===== src/rtl/hazard_ctrl.sv =====
// Pipeline hazard controller: decides freeze/bubble/flush for each stage from
// register dependencies, taken branches and data-memory wait, and counts stall cycles.
module hazard_ctrl #(
  parameter int TIMEOUT = 64,
  parameter int CNT_W   = 16
) (
  input  logic             clk,
  input  logic             rst,
  input  logic [4:0]       src1,
  input  logic [4:0]       src2,
  input  logic             two_src,
  input  logic [4:0]       exe_dest,
  input  logic [4:0]       mem_dest,
  input  logic             exe_wb_en,
  input  logic             mem_wb_en,
  input  logic             exe_mem_r_en,
  input  logic             fwd_en,
  input  logic             br_taken,
  input  logic             mem_req,
  input  logic             mem_ready,
  input  logic             cnt_clr,
  output logic             pc_freeze,
  output logic             if_id_freeze,
  output logic             id_ex_bubble,
  output logic             if_flush,
  output logic             id_ex_freeze,
  output logic             ex_mem_freeze,
  output logic             mem_wb_bubble,
  output logic             mem_err,
  output logic [CNT_W-1:0] stall_cnt
);

  typedef enum logic [1:0] {
    RUN      = 2'd0,
    MEM_WAIT = 2'd1,
    ERROR    = 2'd2
  } state_t;

  localparam int WAIT_W = (TIMEOUT < 2) ? 1 : $clog2(TIMEOUT + 1);

  state_t              state;
  logic [WAIT_W-1:0]   wait_cnt;

  logic hit_exe1, hit_exe2, hit_mem1, hit_mem2;
  logic data_hz;
  logic mem_stall;
  logic err;
  logic hold;

  // Register 0 is hard-wired zero, so a dependency on it is never real.
  assign hit_exe1 = (src1 != 5'd0) && (src1 == exe_dest) && exe_wb_en;
  assign hit_mem1 = (src1 != 5'd0) && (src1 == mem_dest) && mem_wb_en;
  assign hit_exe2 = two_src && (src2 != 5'd0) && (src2 == exe_dest) && exe_wb_en;
  assign hit_mem2 = two_src && (src2 != 5'd0) && (src2 == mem_dest) && mem_wb_en;

  // With forwarding only a load in EXE cannot be bypassed in time.
  assign data_hz = fwd_en ? ((hit_exe1 || hit_exe2) && exe_mem_r_en)
                          : (hit_exe1 || hit_exe2 || hit_mem1 || hit_mem2);

  // NOTE: every signal assigned in always_comb gets a default first so no latch is inferred.
  always_comb begin
    mem_stall = 1'b0;
    unique case (state)
      RUN:      mem_stall = mem_req && !mem_ready;
      MEM_WAIT: mem_stall = !mem_ready;
      default:  mem_stall = 1'b0;
    endcase
  end

  assign err  = (state == ERROR);
  assign hold = err || mem_stall;

  // A memory stall freezes the whole front of the pipe and drains MEM-WB;
  // a data hazard only holds fetch/decode and injects a bubble into EXE.
  assign pc_freeze     = hold || data_hz;
  assign if_id_freeze  = hold || data_hz;
  assign id_ex_bubble  = !hold && data_hz;
  assign if_flush      = !hold && !data_hz && br_taken;
  assign id_ex_freeze  = hold;
  assign ex_mem_freeze = hold;
  assign mem_wb_bubble = hold;
  assign mem_err       = err;

  // NOTE: sequential state uses non-blocking assignments so all flops update together.
  always_ff @(posedge clk or negedge rst) begin
    if (!rst) begin
      state    <= RUN;
      wait_cnt <= '0;
    end else begin
      unique case (state)
        RUN: begin
          wait_cnt <= '0;
          if (mem_req && !mem_ready) state <= MEM_WAIT;
        end
        MEM_WAIT: begin
          if (mem_ready) begin
            state    <= RUN;
            wait_cnt <= '0;
          end else if (wait_cnt == WAIT_W'(TIMEOUT - 1)) begin
            state <= ERROR;
          end else begin
            wait_cnt <= wait_cnt + 1'b1;
          end
        end
        ERROR:   state <= ERROR;
        default: state <= RUN;
      endcase
    end
  end

  always_ff @(posedge clk or negedge rst) begin
    if (!rst) begin
      stall_cnt <= '0;
    end else if (cnt_clr) begin
      stall_cnt <= '0;
    end else if (pc_freeze && !(&stall_cnt)) begin
      stall_cnt <= stall_cnt + 1'b1;
    end
  end

endmodule


===== config.mk =====
export PLATFORM = sky130hd
export DESIGN_NAME = hazard_ctrl
export DESIGN_NICKNAME = d
export VERILOG_FILES = /design/src/rtl/hazard_ctrl.sv
export SDC_FILE = /design/constraint.sdc
export NUM_CORES = 1
export LEC_CHECK = 0
export BUFFER_PORTS_ARGS = -buffer_cell sky130_fd_sc_hd__buf_4
export CAP_MARGIN = 20
export CELL_PAD_IN_SITES_DETAIL_PLACEMENT = 0
export CELL_PAD_IN_SITES_GLOBAL_PLACEMENT = 2
export CORE_ASPECT_RATIO = 0.7
export CORE_MARGIN = 10
export CORE_UTILIZATION = 30
export CTS_BUF_LIST = sky130_fd_sc_hd__clkbuf_16
export CTS_CLUSTER_DIAMETER = 40
export DETAILED_ROUTE_END_ITERATION = 8
export PLACE_DENSITY_LB_ADDON = 0.1
export SLEW_MARGIN = 20
export SYNTH_ARGS = -nofsm -noshare
export SYNTH_HDL_FRONTEND = slang
export SYNTH_SLANG_ARGS = --single-unit

===== constraint.sdc =====
create_clock -name clk -period 4.04 [get_ports clk]
set_input_delay 1.01 -clock clk [delete_from_list [all_inputs] [get_ports clk]]
set_output_delay 1.01 -clock clk [all_outputs]
set_load 0.1 [all_outputs]

==> flow_summary_export.csv <==
group,metric,value,unit
logic_synthesis,post-synth-top-count-cell,"dfrtp_1",
timing,fmax,0.2618,GHz
route,wl_per_cell,15.73,um
floorplan,die_w,113.9,um
timing,maxSlewHeadroom,0.4237,
clock_network,hold_buffers,0,
worst_setup_path,r2r_slack,1.35,ns
power,p_total,0.6396,mW
global_route,gr-total-overflow,0,
logic_synthesis,ys_seq_area_frac,0.3378,
min_path,min-delay-start,"state[0]",
logic_synthesis,avgSynthCellArea,9.695,sq um
clock_network,root_buffer,"clkbuf_16",
power,ir_drop,0.2277,mV
global_route,grt_pass1_wl,8349,um
worst_setup_path,crit_end,"if_flush",
worst_setup_path,cp.arrival,2.81,ns
power,p_leak,1.027,nW
timing,final_max_slew_viol_count,0,
floorplan,ioPinCount,55,
logic_synthesis,netlist_top_cells_count,"dfrtp_1 (25), nor2_1 (20), mux2_4 (12), nor2b_1 (12), xnor2_1 (12)",
outcome,run_status,"finished clean",
finish,antenna_cells,0,
min_path,hold_class,"reg -> reg",
logic_synthesis,syn_inst,191,
worst_setup_path,critPathMaxStageDelay,0.54,ns
job,drv_cap,0,
logic_synthesis,synthArstFlopShare,1.000,
finish,multi_input_area,1135,sq um
finish,finalNonFillerCells,314,
timing,fin_crit_sh,0.9454,
worst_setup_path,crit_slowest_cell,"or4_1",
logic_synthesis,synth_top_area_cell,"dfrtp_1",
timing,skew,0.002809,ns
timing,hold_viol_final,0,
route,ant_nets,0,
worst_setup_path,crit_path_frequent_cell,"buf_4",
worst_setup_path,cp.required,3.03,ns
floorplan,die_area,9766,sq um
finish,layout.nets,273,
timing,max_slew.worst_pin.slew,0.8645,ns
placed_design,dp_slack,0.2179,ns
worst_setup_path,r2r_cells,7,
floorplan,rows,23,
global_route,grt_pass1_vias,1657,
timing,rsz0062_at_grt,"false",
worst_setup_path,worst-path-stages,8,
timing,layout_setup_ws,0.2207,ns
clock_network,clock-sinks,25,
clock_network,clk_latency,0.26,ns
worst_setup_path,path_cells,"buf_4, or4_1, o21ai_2, nor4_1, o221ai_1, and3b_4, and2_2, buf_4",
finish,num-fill-cells,593,
placed_design,io_buffers,54,
worst_setup_path,critPathBufInv,2,
timing,finalSetupViolations,0,
power,p_per_area,270.5,nW/um^2
worst_setup_path,rr_startpoint,"stall_cnt[3]",
route,viasPerCell,4.975,
global_route,grt_max_degree,29,
clock_network,cts_resized,0,
timing,final.min_clock_period,3.819,ns
route,vias,1562,
finish,drive_gt1_frac,0.3766,
worst_setup_path,crit_start,"src2[1]",
logic_synthesis,netlist_top_cells_area,"dfrtp_1 (34%), mux2_4 (9.7%), xnor2_1 (5.7%)",
clock_network,h-tree-depth,1,
worst_setup_path,start_kind,"primary input",
clock_network,cts_buffers,3,
floorplan,start_util,0.3170,
finish,seqCellArea,625.6,sq um
route,finalWirelength,4939,um
logic_synthesis,ys_types,39,
worst_setup_path,critPathCaptureType,"primary output",
timing,setup_tns,0,ns
placed_design,dp_hpwl,3844,um
worst_setup_path,crit_family,"simple AND/OR/NAND/NOR gates",
worst_setup_path,rr_endpoint,"stall_cnt[2]",
route,drc,0,
floorplan,core_area,5842,sq um
logic_synthesis,ys_ff_latch,25,
clock_network,path_clk_slew,0.07,ns
logic_synthesis,synthFlopType,"dfrtp_1",
placed_design,place.gp.congestion,0.8018,
placed_design,placed_cells,310,
logic_synthesis,yosysTopAreaCellShare,0.3378,
clock_network,cts_tree,"done",
global_route,grt_use_total,0.1018,
route,drt_iter0_markers,32,
logic_synthesis,synth_area,1852,sq um
clock_network,clk_path_buf_depth,2,
logic_synthesis,synth-edff-count,0,
route,first_pass_iters,4,
floorplan,die_h,85.74,um
global_route,antenna_found_initial,0,
clock_network,postCtsSetupRepairBufs,0,
logic_synthesis,synth_fp_nets,224,
logic_synthesis,yosys_warnings,0,
worst_setup_path,path_class,"in -> out",
finish,syn2layout_area_growth,27.70,%
worst_setup_path,crit_fanout,3,
==> kinds of logic (layout without fill, tap and decap cells) <==
family,count (synthesis),after routing,synth area share
AND/OR/NAND/NOR,86,86,0.2953
buffers and inverters,15,63,0.05338
adder cells (fa/ha/maj),2,2,0.01351
AO/OA/AOI/OAI,31,31,0.1081
XOR/XNOR,20,20,0.09460
flip-flops,25,25,0.3378
multiplexers,12,12,0.09730
==> stage by stage <==
stage / instance area, sq um / hold slack, ns / utilization
5_1_grt: 2365 / 0.5096 / 0.4048
2_1_floorplan: 1859 / 0.4525 / -
3_3_place_gp: 2282 / 0.4723 / 0.3907
6_report: 2365 / 0.4872 / 0.4048
3_5_place_dp: 2282 / 0.4781 / 0.3907
4_1_cts: 2365 / 0.4886 / 0.4048
==> power by group <==
part           total, mW  switching (mW)  internal (mW)
clock network      0.230          0.0954          0.135
logic              0.153           0.101         0.0522
registers          0.257         0.00344          0.253
==> how the worst min path moves through the flow <==
stage                     to  slack, ns  depth (start not counted)
floorplan           state[0]       0.45                          1
global placement    state[0]       0.47                          1
detailed placement  state[0]       0.48                          1
CTS                 state[0]       0.49                          1
global route        state[0]       0.51                          1
finish              state[0]       0.49                          1
==> flip-flops by register name, summed over array words and instances (netlist names) <==
| name | count |
|---|---|
| stall_cnt | 16 |
| state | 2 |
| wait_cnt | 7 |
==> layout by cell type, fill, tap and decap left out, drive strengths merged, types with 2 or more instances in the layout <==
cell type / instances
buf: 55
dfrtp: 25
nor2: 20
xnor2: 12
nor2b: 12
mux2: 12
nand3: 11
nor4: 11
nand2: 10
o21ai: 9
xor2: 8
a21oi: 7
inv: 4
or4: 4
nor4b: 4
nand2b: 3
a31oi: 3
o31ai: 3
clkbuf: 3
and4: 2
and3: 2
or2: 2
o21a: 2
nor3b: 2
ha: 2
==> routing by layer <==
metal	share of wire	wire (um)	track usage	up-vias
met5	0	0	0	-
met4	0.0081	40	0.02384	0
met3	0.11	544	0.05637	2
met2	0.40	1964	0.1396	45
met1	0.48	2389	0.1344	730
li1	-	-	-	785
==> final cells by class <==
cell class,count,area share
well taps,75,0.03968
clock inverters,1,0.003175
flip-flops and latches,25,0.2646
multi-input cells,151,0.4799
inverters,4,0.006349
repair buffers,55,0.1746
clock buffers,3,0.03175
Power figures use the tool's default switching activity.
